File: src/rtl/jtag_chain_hub_pkg.sv
// jtag_hub_pkg: shared types and helpers for the JTAG user-chain hub.
// Latency: n/a (types and constants only).
// Backpressure: n/a.
// Contents: chain FSM state enum, counter-width helper, TAP condition encodings.
package jtag_hub_pkg;

  typedef enum logic [1:0] {
    IDLE  = 2'd0,
    ARMED = 2'd1,
    SHIFT = 2'd2
  } chain_state_t;

  // The counter must hold DR_WIDTH+1 so an over-long shift stays distinguishable
  // from an exact one instead of wrapping back to a valid count.
  function automatic int cnt_width(input int dr_width);
    return $clog2(dr_width + 2);
  endfunction

  // TAP condition encodings on {JSHIFT, JUPDATE}. Capture and shift also need
  // the chain to be the selected one; update applies to every chain.
  localparam logic [1:0] TAP_CAPTURE = 2'b00;
  localparam logic [1:0] TAP_SHIFT   = 2'b10;
  localparam logic [1:0] TAP_UPDATE  = 2'b01;

endpackage

File: src/rtl/jtag_chain_hub_if.sv
// jtag_chain_hub_if: bundle between the JTAGG primitive side and the chain hub.
// Latency: n/a (wires only).
// Backpressure: none; the JTAG clock paces every transfer.
// Modports: master = JTAGG/back-end side (drives TAP signals, capture data);
//           slave  = hub (drives JTD, update data, strobes, flags).
interface jtag_chain_hub_if #(
  parameter int N_CHAINS = 2,
  parameter int DR_WIDTH = 32
);
  logic                         JTDI;
  logic                         JSHIFT;
  logic                         JUPDATE;
  logic [N_CHAINS-1:0]          JCE;
  logic [N_CHAINS-1:0]          JRTI;
  logic [N_CHAINS-1:0]          JTD;
  logic [N_CHAINS*DR_WIDTH-1:0] capture_data;
  logic [N_CHAINS*DR_WIDTH-1:0] update_data;
  logic [N_CHAINS-1:0]          update_valid;
  logic [N_CHAINS-1:0]          len_error;
  logic [N_CHAINS-1:0]          rti_pulse;

  modport master (
    output JTDI, JSHIFT, JUPDATE, JCE, JRTI, capture_data,
    input  JTD, update_data, update_valid, len_error, rti_pulse
  );

  modport slave (
    input  JTDI, JSHIFT, JUPDATE, JCE, JRTI, capture_data,
    output JTD, update_data, update_valid, len_error, rti_pulse
  );
endinterface

File: src/rtl/jtag_user_chain.sv
// jtag_user_chain: one user DR with capture/shift/update FSM, length check and RTI edge detect.
// Latency: upd_dat/upd_vld one JTCK after Update-DR is sampled; rti_pulse one JTCK after rti rises.
// Backpressure: none; every JTCK step is accepted unconditionally.
// Ports: clk/rst_n; act (chain selected by JCE priority), tdi, shift_st, update_st, rti,
//        cap_dat in; td, upd_dat, upd_vld, len_err, rti_pulse out.
module jtag_user_chain
  import jtag_hub_pkg::*;
#(
  parameter int DR_WIDTH   = 32,
  parameter bit STRICT_LEN = 1'b1
) (
  input  logic                clk,
  input  logic                rst_n,
  input  logic                act,
  input  logic                tdi,
  input  logic                shift_st,
  input  logic                update_st,
  input  logic                rti,
  input  logic [DR_WIDTH-1:0] cap_dat,
  output logic                td,
  output logic [DR_WIDTH-1:0] upd_dat,
  output logic                upd_vld,
  output logic                len_err,
  output logic                rti_pulse
);
  localparam int CW = cnt_width(DR_WIDTH);
  localparam logic [CW-1:0] CNT_FULL = CW'(DR_WIDTH);
  localparam logic [CW-1:0] CNT_SAT  = CW'(DR_WIDTH + 1);

  chain_state_t        state, state_nxt;
  logic [DR_WIDTH-1:0] dr;
  logic [CW-1:0]       cnt;
  logic                rti_q;
  logic [1:0]          tap;
  logic                do_cap, do_shift, do_commit, do_err;

  assign tap = {shift_st, update_st};

  always_ff @(posedge clk or negedge rst_n) begin
    if (!rst_n) state <= IDLE;
    else        state <= state_nxt;
  end

  always_comb begin
    state_nxt = state;
    if (act && tap == TAP_CAPTURE) begin
      state_nxt = ARMED;
    end else if (act && tap == TAP_SHIFT) begin
      if (state != IDLE) state_nxt = SHIFT;
    end else if (tap == TAP_UPDATE) begin
      state_nxt = IDLE;
    end
  end

  always_comb begin
    do_cap    = act && tap == TAP_CAPTURE;
    // A shift without a preceding capture is ignored entirely.
    do_shift  = act && tap == TAP_SHIFT && state != IDLE;
    do_commit = 1'b0;
    do_err    = 1'b0;
    if (tap == TAP_UPDATE && state == SHIFT) begin
      if (!STRICT_LEN || cnt == CNT_FULL) do_commit = 1'b1;
      else                                do_err    = 1'b1;
    end
  end

  always_ff @(posedge clk or negedge rst_n) begin
    if (!rst_n) begin
      dr        <= '0;
      cnt       <= '0;
      upd_dat   <= '0;
      upd_vld   <= 1'b0;
      len_err   <= 1'b0;
      rti_q     <= 1'b0;
      rti_pulse <= 1'b0;
    end else begin
      upd_vld   <= do_commit;
      rti_q     <= rti;
      rti_pulse <= rti & ~rti_q;
      if (do_cap) begin
        dr  <= cap_dat;
        cnt <= '0;
      end else if (do_shift) begin
        dr <= {tdi, dr[DR_WIDTH-1:1]};
        if (cnt != CNT_SAT) cnt <= cnt + CW'(1);
      end
      if (do_commit) begin
        upd_dat <= dr;
        len_err <= 1'b0;
      end else if (do_err) begin
        len_err <= 1'b1;
      end
    end
  end

  // TDO comes straight from the DR flop, so there is no path from tdi.
  assign td = dr[0];
endmodule

File: src/rtl/jtag_chain_hub.sv
// jtag_chain_hub: N_CHAINS user DRs behind the JTAGG primitive, lowest-JCE-wins selection.
// Latency: update_valid/update_data one JTCK after JUPDATE; rti_pulse one JTCK after JRTI rises.
// Backpressure: none; the TAP controller paces all traffic.
// Ports: JTCK (only clock), JRSTN (async active-low reset), bus (slave modport of jtag_chain_hub_if).
module jtag_chain_hub
  import jtag_hub_pkg::*;
#(
  parameter int N_CHAINS   = 2,
  parameter int DR_WIDTH   = 32,
  parameter bit STRICT_LEN = 1'b1
) (
  input  logic            JTCK,
  input  logic            JRSTN,
  jtag_chain_hub_if.slave bus
);
  logic [N_CHAINS-1:0] sel_oh;

  // Isolate the lowest set JCE bit; other asserted enables are ignored.
  assign sel_oh = bus.JCE & (~bus.JCE + N_CHAINS'(1));

  for (genvar i = 0; i < N_CHAINS; i++) begin : g_chain
    jtag_user_chain #(
      .DR_WIDTH   (DR_WIDTH),
      .STRICT_LEN (STRICT_LEN)
    ) u_chain (
      .clk       (JTCK),
      .rst_n     (JRSTN),
      .act       (sel_oh[i]),
      .tdi       (bus.JTDI),
      .shift_st  (bus.JSHIFT),
      .update_st (bus.JUPDATE),
      .rti       (bus.JRTI[i]),
      .cap_dat   (bus.capture_data[i*DR_WIDTH +: DR_WIDTH]),
      .td        (bus.JTD[i]),
      .upd_dat   (bus.update_data[i*DR_WIDTH +: DR_WIDTH]),
      .upd_vld   (bus.update_valid[i]),
      .len_err   (bus.len_error[i]),
      .rti_pulse (bus.rti_pulse[i])
    );
  end
endmodule

File: src/flat_wrapper.sv
// flat-port wrapper written by rule: the top's interface ports become plain ports
module jtag_chain_hub_flat import jtag_hub_pkg::*;
#(
  parameter int N_CHAINS   = 2,
  parameter int DR_WIDTH   = 32,
  parameter bit STRICT_LEN = 1'b1
)
  (JTCK, JRSTN, bus_JTDI, bus_JSHIFT, bus_JUPDATE, bus_JCE, bus_JRTI, bus_capture_data, bus_JTD, bus_update_data, bus_update_valid, bus_len_error, bus_rti_pulse);
  jtag_chain_hub_if #(.N_CHAINS(N_CHAINS), .DR_WIDTH(DR_WIDTH)) bus_i ();
  input  logic JTCK;
  input  logic JRSTN;
  input wire logic [$bits(bus_i.JTDI)-1:0] bus_JTDI;
  input wire logic [$bits(bus_i.JSHIFT)-1:0] bus_JSHIFT;
  input wire logic [$bits(bus_i.JUPDATE)-1:0] bus_JUPDATE;
  input wire logic [$bits(bus_i.JCE)-1:0] bus_JCE;
  input wire logic [$bits(bus_i.JRTI)-1:0] bus_JRTI;
  input wire logic [$bits(bus_i.capture_data)-1:0] bus_capture_data;
  output wire logic [$bits(bus_i.JTD)-1:0] bus_JTD;
  output wire logic [$bits(bus_i.update_data)-1:0] bus_update_data;
  output wire logic [$bits(bus_i.update_valid)-1:0] bus_update_valid;
  output wire logic [$bits(bus_i.len_error)-1:0] bus_len_error;
  output wire logic [$bits(bus_i.rti_pulse)-1:0] bus_rti_pulse;
  assign bus_i.JTDI = bus_JTDI;
  assign bus_i.JSHIFT = bus_JSHIFT;
  assign bus_i.JUPDATE = bus_JUPDATE;
  assign bus_i.JCE = bus_JCE;
  assign bus_i.JRTI = bus_JRTI;
  assign bus_i.capture_data = bus_capture_data;
  assign bus_JTD = bus_i.JTD;
  assign bus_update_data = bus_i.update_data;
  assign bus_update_valid = bus_i.update_valid;
  assign bus_len_error = bus_i.len_error;
  assign bus_rti_pulse = bus_i.rti_pulse;
  jtag_chain_hub #(.N_CHAINS(N_CHAINS), .DR_WIDTH(DR_WIDTH), .STRICT_LEN(STRICT_LEN)) u_core (.JTCK(JTCK), .JRSTN(JRSTN), .bus(bus_i));
endmodule
File: config.mk
export PLATFORM = sky130hd
export DESIGN_NAME = jtag_chain_hub_flat
export DESIGN_NICKNAME = d
export VERILOG_FILES = /design/src/rtl/jtag_chain_hub_pkg.sv /design/src/rtl/jtag_chain_hub_if.sv /design/src/rtl/jtag_user_chain.sv /design/src/rtl/jtag_chain_hub.sv /design/src/flat_wrapper.sv
export SDC_FILE = /design/constraint.sdc
export NUM_CORES = 1
export LEC_CHECK = 0
export BUFFER_PORTS_ARGS = -buffer_cell sky130_fd_sc_hd__buf_2
export CAP_MARGIN = 15
export CORE_UTILIZATION = 40
export CTS_CLUSTER_DIAMETER = 80
export DETAILED_ROUTE_END_ITERATION = 6
export PLACE_DENSITY = 0.58
export SETUP_SLACK_MARGIN = 0.4
export SYNTH_ARGS = -nofsm -noshare
export SYNTH_HDL_FRONTEND = slang
export SYNTH_SLANG_ARGS = --single-unit
File: constraint.sdc
create_clock -name JTCK -period 5.15 [get_ports JTCK]
set_clock_uncertainty 0.2 [all_clocks]
set_input_delay 1.03 -clock JTCK [delete_from_list [all_inputs] [get_ports JTCK]]
set_output_delay 1.03 -clock JTCK [all_outputs]
set_load 0.02 [all_outputs]
==> reports/results.txt, run 1 <==
Sw Share = 24.1%
Min-delay src = u_core.g_chain[0].u_chain.rti_q
Power Density = 368 nW/um^2
IO Pins = 145
Skew-Pair Late Insertion Delay = 410 ps
Cell row count = 46
Worst endpoint data arrival time = 3240 ps
Reg power frac = 48.9%
Routability cong. = 0.779
Hold Crit Depth = 1
Multiplexer area fraction after synthesis = 12.4%
P_sw = 0.000702 W
Post-DRT Antenna Nets = 0
Met2 routed WL = 6930 microns
Area Growth Syn to Fin = 22.7%
CP Capture Type = register
Chip Width = 129 microns
Worst slew margin = 30.6%
RSZ-0062 raised after global routing = false
Synth Area per Inst = 13.3 sq um
Via density per instance = 5.24
Final setup viols = 0
Cells after synthesis = 487
Fin Hold WS = 195 ps
Xor/xnor share of the synthesized area = 0%
Initial core utilization = 40.9%
CTS Root Cell = clkbuf_16
Tmin final = 3140 ps
Min setup slack post-route = 2010 ps
DRC viols = 0
Compound-cell area share of the yosys netlist = 15.8%
Non-Filler Instances = 846
Tot Pwr = 0.00292 W
Worst-path clk slew = 60 ps
Commonest non-fill, non-tap cells in the layout = dfrtp_1 (152), buf_2 (143), mux2_2 (66)
H-Tree Depth = 4
Port Buffers = 144
# placed instances = 814
Die Y = 129 microns
Clk buf depth = 2
Worst r2r dst = u_core.g_chain[1].u_chain.upd_dat[5]
Leakage power = 3.99 nW
Sequential element share of the synthesized area = 58.8%
Comb pwr share = 10.0%
Largest cells by area after synthesis = dfrtp_1 (59%), mux2_2 (11%), a221o_1 (5.3%)
Antenna cells = 0
Mapped Nets = 566
Largest area contributor in the netlist = dfrtp_1
Nets = 697
CTS Hold Bufs = 0
WL final = 14,200 microns
All-Layer GR Usage = 18.1%
Largest family of logic cells by synthesized area = compound AO/OA/AOI/OAI gates
Hold EP = u_core.g_chain[0].u_chain.rti_pulse
Vias in the first global route = 4,481
Initial DRC count = 170
Die area = 16,700 sq um
Max cap viols = 0
Post-Synth Simple-Gate Area = 8.09%
Adder-Cell Fraction of Synth Area = 1.16%
Global-route wire length before repair = 23,200 microns
RR Startpoint = u_core.g_chain[1].u_chain.cnt[3]
Wirelength per Cell = 16.8 microns
Drt pass-1 iters = 4
# fillers = 1,412
Max Slew Vio Count = 0
Post-synth EDFFs = 0
YS warnings = 0
R2R cell count = 3
Largest net degree at the start of global routing = 93
Final period util = 61.0%
Via Count = 4,434
Most common cell after layout, fill and taps aside = dfrtp_1
Synth Cell Area = 6470 sq um
Core Area = 15,800 sq um
Met1 wire length = 6610 microns
Post-synthesis register bit count = 152
Worst EP required = 5240 ps
Post-detail-place hpwl = 9200 microns
Worst vdd ir = 0.216 mV
Fin. Hold Viols = 0
Status = complete, no violations
R2r setup slk = 2550 ps
Worst setup SP type = input pin
Critical path type = input pin to register
Initial antenna violation count = 0
Setup repair bufs after CTS = 0
Slew @ Worst Pin = 1040 ps
Post-CTS Resized = 0
Synth top area share = 58.8%
Fmax = 318 MHz
FFs w/ async S/R, synth = 100%
TritonCTS Buffers = 17
Top FF cell, synth = dfrtp_1
Share of cells above drive strength 1 = 41.7%
GRT Residual Overflow = 0
P_int = 0.00222 W
HP Class = register to register
Max layer used = met4
Final TNS setup = 0 ps
Clock power share = 41.1%
Max FO, Critical Path = 55
Metal3 WL = 476 microns
CTS tree = built
Synth cell types = 52
Clock sinks = 152
Post-Place Worst Slack = 1580 ps
[kinds of logic (layout without fill, tap and decap cells)]
family / after synthesis / count (layout)
and+or+nand+nor: 82 / 82
DFF: 152 / 152
buffers and inverters: 48 / 191
adders and majority gates: 6 / 6
AOI/OAI and AO/OA: 127 / 127
muxes: 72 / 72
[final cells by class]
class	count	area, sq um	area share, %
inverters	7	26.3	0.331
clock buffers	25	515	6.50
well taps	216	270	3.41
multi-input cells	287	2440	30.8
repair buffers	153	815	10.3
clock inverters	6	63.8	0.804
flip-flops and latches	152	3800	47.9
[routing by layer]
metal  up-vias  track usage [%]
li1       2098                -
met1      2239             24.5
met2        80             28.1
met3        17             4.09
met4         0             7.47
met5         -                0
[synthesized netlist by cell type (2+ instances only)]
| cell type | number |
|---|---|
| o22ai_1 | 31 |
| nor3_1 | 2 |
| a21oi_1 | 4 |
| a21o_1 | 3 |
| o31ai_1 | 2 |
| buf_1 | 2 |
| a211oi_1 | 2 |
| nand2_1 | 9 |
| clkbuf_1 | 17 |
| mux2_2 | 66 |
| nor3b_1 | 2 |
| buf_4 | 11 |
| mux2i_1 | 6 |
| a2bb2oi_1 | 31 |
| ha_1 | 6 |
| inv_1 | 7 |
| o21ai_0 | 8 |
| dfrtp_1 | 152 |
| nor2b_1 | 4 |
| nor4b_2 | 2 |
| nand4_1 | 2 |
| a221o_1 | 34 |
| o21a_1 | 2 |
| and4bb_2 | 2 |
| buf_2 | 10 |
| nand3_1 | 5 |
| and2_1 | 32 |
| nor2_1 | 9 |
[how the worst max path moves through the flow]
| stage | depth (start not counted) | to | startpoint | slack (ps) |
|---|---|---|---|---|
| 2_1_floorplan | 5 | u_core.g_chain[1].u_chain.cnt[4] | bus_JCE[0] | 2620 |
| 3_3_place_gp | 4 | u_core.g_chain[1].u_chain.upd_dat[3] | bus_JSHIFT | 1610 |
| 3_5_place_dp | 4 | u_core.g_chain[1].u_chain.upd_dat[5] | bus_JSHIFT | 1580 |
| 4_1_cts | 4 | u_core.g_chain[1].u_chain.upd_dat[5] | bus_JSHIFT | 2030 |
| 5_1_grt | 4 | u_core.g_chain[1].u_chain.upd_dat[28] | bus_JSHIFT | 1890 |
| 6_report | 4 | u_core.g_chain[1].u_chain.upd_dat[5] | bus_JSHIFT | 2010 |
[through the flow]
step / util, % / cell area (sq um)
6_report: 50.1 / 7930
2_1_floorplan: - / 6470
4_1_cts: 50.0 / 7910
3_5_place_dp: 46.3 / 7330
5_1_grt: 50.1 / 7930
3_3_place_gp: 46.3 / 7330
[worst max-delay path, stage by stage]
cell and delay [ps]:
buf_2 430, and4bb_2 460, nand3_2 710, mux2_2 570
[registers in the layout, indices dropped and copies added, names as in the netlist]
name / cells
u_core.g_chain.u_chain.upd_vld: 2
u_core.g_chain.u_chain.len_err: 2
u_core.g_chain.u_chain.rti_pulse: 2
u_core.g_chain.u_chain.dr: 64
u_core.g_chain.u_chain.rti_q: 2
u_core.g_chain.u_chain.upd_dat: 64
u_core.g_chain.u_chain.state: 4
u_core.g_chain.u_chain.cnt: 12
[power by group through the flow]
stage	Sequential (W)	Clock, W	Combinational [W]
5_1_grt	0.00145	0.00130	0.000326
3_3_place_gp	0.00144	0	0.000287
3_5_place_dp	0.00145	0	0.000295
6_report	0.00143	0.00120	0.000293
2_1_floorplan	0.00141	0	0.000211
4_1_cts	0.00143	0.00123	0.000296
(Power assumes the default switching activity.)
==> run 2, diff against run 1 <==
Clock period 5.15 ns to 3.25 ns, I/O delays scaled along.
==> run 2 against run 1 <==
Clock power increased by 65%; die area is the same; critical path depth unchanged; worst setup slack worse by 970 ps; critical path type unchanged; largest cell class unchanged.
==> reports/results.txt, run 2 (same netlist as run 1, synthesis figures left out) <==
Initial antenna violation count = 0
Initial DRC count = 278
Final period util = 68.1%
Worst path bufs/invs = 1
Reg power frac = 48.0%
RR Startpoint = u_core.g_chain[0].u_chain.state[0]
Die Y = 129 microns
Nets = 701
Die area = 16,700 sq um
Slowest cell on crit path = buf_2
Min setup slack post-route = 1040 ps
Post-detail-place hpwl = 9520 microns
Power Density = 587 nW/um^2
R2R cell count = 4
Routability cong. = 0.795
Worst EP required = 3350 ps
Max Slew Vio Count = 0
R2r setup slk = 1130 ps
Skew-Pair Late Insertion Delay = 420 ps
CTS Root Cell = clkbuf_16
Worst r2r dst = u_core.g_chain[0].u_chain.dr[12]
CTS tree = built
Status = complete, no violations
WL final = 14,600 microns
# placed instances = 819
Final setup viols = 0
Clock sinks = 152
Critical path endpoint = u_core.g_chain[0].u_chain.cnt[1]
CTS Hold Bufs = 0
Worst vdd ir = 0.357 mV
Drt pass-1 iters = 4
Worst-path clk slew = 60 ps
Setup repair bufs after CTS = 0
Tot Pwr = 0.00471 W
Cell row count = 46
Chip Width = 129 microns
Most common cell after layout, fill and taps aside = dfrtp_1
Post-layout util = 50.7%
Wirelength per Cell = 17.2 microns
Share of cells above drive strength 1 = 42.2%
Final TNS setup = 0 ps
Slew @ Worst Pin = 751 ps
Clock power share = 42.0%
Biggest regs = u_core.g_chain.u_chain.dr (64), u_core.g_chain.u_chain.upd_dat (64), u_core.g_chain.u_chain.cnt (12)
All-Layer GR Usage = 18.4%
Commonest non-fill, non-tap cells in the layout = dfrtp_1 (152), buf_2 (143), mux2_2 (66)
Area Growth Syn to Fin = 24.0%
Via Count = 4,545
RSZ-0062 raised after global routing = false
H-Tree Depth = 4
TritonCTS Buffers = 17
Worst setup SP type = input pin
Worst slew margin = 49.9%
Crit path launch = bus_JSHIFT
Tmin final = 2210 ps
HP Class = input pin to async pin
Crit path largest cell delay = 510 ps
Cell count along the critical path = 4
Vias in the first global route = 4,491
Via density per instance = 5.34
Cells along the critical path = buf_2, nand3b_1, a211oi_1, mux2_2
Antenna cells = 0
Sw Share = 24.2%
Core Area = 15,800 sq um
Post-Place Worst Slack = 602 ps
Largest net degree at the start of global routing = 80
Max cap viols = 0
Critical path type = input pin to register
Fmax = 452 MHz
CP top delay family = buffers and inverters
Clk buf depth = 2
DRC viols = 0
Leakage power = 4.04 nW
Global-route wire length before repair = 23,600 microns
Non-Filler Instances = 851
IO Pins = 145
Worst endpoint data arrival time = 2310 ps
Initial core utilization = 40.9%
Max FO, Critical Path = 34
Post-DRT Antenna Nets = 0
CP Capture Type = register
Port Buffers = 144
GRT Residual Overflow = 0
Fin. Hold Viols = 0
P_sw = 0.00114 W
Post-CTS Resized = 0
Comb pwr share = 10.0%
P_int = 0.00357 W
[run 2: cell types whose count changed in the layout (fill, tap and decap cells not counted), sizes merged]
cell      change
clkbuf        -1
clkinv        +2
clkinvlp      -1
buf           +4
bufinv        +1
[run 2: power groups by stage]
stage | clock network, W | registers, W | logic [W]
after floorplan | 0 | 0.00224 | 0.000335
after global placement | 0 | 0.00229 | 0.000464
after detailed placement | 0 | 0.00229 | 0.000479
after CTS | 0.00202 | 0.00226 | 0.000479
after global routing | 0.00210 | 0.00229 | 0.000526
final | 0.00198 | 0.00226 | 0.000470
[run 2: metal layers]
layer | routed length, microns | track usage, % | vias to the layer above | share of wire [%]
li1 | - | - | 2117 | -
met5 | 0 | 0 | - | 0
met1 | 6870 | 25.1 | 2321 | 47
met2 | 6950 | 28.1 | 89 | 48
met3 | 563 | 4.62 | 18 | 3.9
met4 | 221 | 6.92 | 0 | 1.5
[run 2: worst min path at each step]
stage,to,start,depth (start not counted)
6_report,u_core.g_chain[0].u_chain.dr[7],JRSTN,1
5_1_grt,u_core.g_chain[0].u_chain.upd_dat[3],JRSTN,1
4_1_cts,u_core.g_chain[0].u_chain.upd_dat[6],JRSTN,1
3_5_place_dp,u_core.g_chain[1].u_chain.rti_pulse,u_core.g_chain[1].u_chain.rti_q,1
3_3_place_gp,u_core.g_chain[1].u_chain.rti_pulse,u_core.g_chain[1].u_chain.rti_q,1
2_1_floorplan,u_core.g_chain[0].u_chain.cnt[0],JRSTN,0
[run 2: stage by stage]
stage	cell area [sq um]	hold WS, ps
after floorplan	6470	154
after global placement	7430	187
after detailed placement	7430	192
after CTS	8020	110
after global routing	8020	135
final	8020	78.8
[run 2: final cells by class]
cell class | count | area (sq um)
fillers | 1442 | 7810
flip-flops and latches | 152 | 3800
multi-input cells | 287 | 2440
repair buffers | 157 | 887
clock buffers | 24 | 502
well taps | 216 | 270
clock inverters | 8 | 92.6
inverters | 7 | 26.3
==> run 3, diff against run 2 <==
Clock period 3.25 ns to 2.1 ns, I/O delays scaled along.
==> run 3 against run 2 <==
Sequential cell count unchanged; sequential power grew 55%; die area unchanged; combinational power rose by 71%; utilization grew 2.8 points; non-clock buffer count is 22 higher; first-iteration DRC count decreased by 13%; wire length grew 7.0%; via count grew 2.4%; sequential share of layout area decreased by 2.3 points; power rose by 60%; cell area is 5.5% higher; critical path type is now register to register.
==> reports/results.txt, run 3 (same netlist as run 1, synthesis figures left out) <==
RSZ-0062 raised after global routing = true
IO Pins = 145
Power Density = 891 nW/um^2
Worst-path clk slew = 60 ps
# placed instances = 822
Die area = 16,700 sq um
CTS Root Cell = clkbuf_16
Commonest non-fill, non-tap cells in the layout = buf_2 (143), dfrtp_1 (143), mux2_2 (64)
Worst EP required = 2200 ps
Final setup viols = 0
Via density per instance = 5.33
Final period util = 87.1%
Slowest cell on crit path = dfrtp_2
Wirelength per Cell = 17.9 microns
Vias in the first global route = 4,638
Chip Width = 129 microns
Fin. Hold Viols = 0
Fmax = 547 MHz
Antenna cells = 0
Skew-Pair Late Insertion Delay = 420 ps
DRC viols = 0
Max cap viols = 0
Critical path type = register to register
Area Growth Syn to Fin = 30.8%
TritonCTS Buffers = 17
Via Count = 4,652
Crit path largest cell delay = 430 ps
GRT Residual Overflow = 0
Cells along the critical path = nor4b_4, nand3_4, buf_12, mux2_2
Max FO, Critical Path = 16
Worst setup SP type = register
CTS tree = built
Worst vdd ir = 0.511 mV
Core Area = 15,800 sq um
CP Capture Type = register
Initial DRC count = 241
Initial core utilization = 40.9%
Largest net degree at the start of global routing = 51
Routability cong. = 0.787
Worst slew margin = 71.2%
Clock sinks = 152
Drt pass-1 iters = 4
Cell row count = 46
Port Buffers = 144
Global-route wire length before repair = 24,500 microns
Clk buf depth = 2
WL final = 15,600 microns
Non-Filler Instances = 873
Final TNS setup = 0 ps
Slew @ Worst Pin = 431 ps
Worst path bufs/invs = 1
Initial antenna violation count = 0
Post-DRT Antenna Nets = 0
Die Y = 129 microns
HP Class = input pin to register
Post-detail-place hpwl = 9620 microns
Status = complete, no violations
Tmin final = 1830 ps
CP top delay family = simple AND/OR/NAND/NOR gates
Max Slew Vio Count = 0
Biggest regs = u_core.g_chain.u_chain.dr (64), u_core.g_chain.u_chain.upd_dat (64), u_core.g_chain.u_chain.cnt (12)
Share of cells above drive strength 1 = 45.7%
H-Tree Depth = 4
Nets = 723
Worst endpoint data arrival time = 1930 ps
All-Layer GR Usage = 19.2%
Leakage power = 4.20 nW
run 3: cell count changes in the layout (fill, tap and decap cells not counted), sizes merged:
| cell | previous run | this run |
|---|---|---|
| buf | 157 | 175 |
| bufinv | 2 | 3 |
| clkbuf | 24 | 27 |
| clkinv | 5 | 1 |
| clkinvlp | 1 | 2 |
| dlygate4sd3 | 0 | 3 |
run 3: tightest hold or removal path: stages:
cell and delay (ps):
buf_2 70, and2_1 100, a221o_1 90
run 3: layout make-up:
type                       instances  area [sq um]
timing repair buffer             179          1190
clock buffer                      26           519
clock inverter                     6           110
inverter                           7          26.3
sequential                       152          3810
tap                              216           270
multi-input combinational        287          2530
fill                            1358          7370
run 3: final timing paths:
path / from / slack, ps / to / cells past startpoint
setup / recovery: u_core.g_chain[0].u_chain.cnt[3] / 270 / u_core.g_chain[0].u_chain.upd_dat[18] / 4
hold / removal: bus_capture_data[8] / 100 / u_core.g_chain[0].u_chain.dr[8] / 3
setup reg to reg: u_core.g_chain[0].u_chain.cnt[3] / 270 / u_core.g_chain[0].u_chain.upd_dat[18] / 4
hold reg to reg: u_core.g_chain[0].u_chain.rti_q / 190 / u_core.g_chain[0].u_chain.rti_pulse / 1
max in group asynchronous: JRSTN / 830 / u_core.g_chain[1].u_chain.upd_vld / 3
min in group asynchronous: JRSTN / 250 / u_core.g_chain[0].u_chain.upd_dat[7] / 2
run 3: metal layers:
layer | up-vias | track usage [%] | share of wire (%)
met2 | 105 | 30.5 | 49
li1 | 2155 | - | -
met3 | 18 | 4.62 | 4.2
met1 | 2374 | 25.6 | 45
met4 | 0 | 7.20 | 1.7
met5 | - | 0 | 0
run 3: per-stage QoR:
step / total power [W] / instance area, sq um / utilization, % / hold WS (ps) / setup WS (ps)
after floorplan: 0.00401 / 6600 / - / -75.6 / 253
after global placement: 0.00429 / 7560 / 47.8 / 116 / 104
after detailed placement: 0.00432 / 7560 / 47.8 / 115 / 65.4
after CTS: 0.00757 / 8330 / 52.6 / 81.1 / 314
after global routing: 0.00784 / 8460 / 53.4 / 90.5 / 219
final: 0.00753 / 8460 / 53.4 / 99.3 / 271
run 3: what timing repair did:
item	in CTS	in global routing
gates cloned	1	2
endpoints found under the hold margin	62	0
resized for setup	9	14
pin swaps	4	5
buffers inserted	7	6
hold buffers	3	0
endpoints found under the setup margin	127	134
run 3: power by group:
group          internal (W)  switching (W)  leakage [nW]
logic              0.000436       0.000367          1.94
registers           0.00324       0.000266          1.96
clock network       0.00206        0.00116         0.303
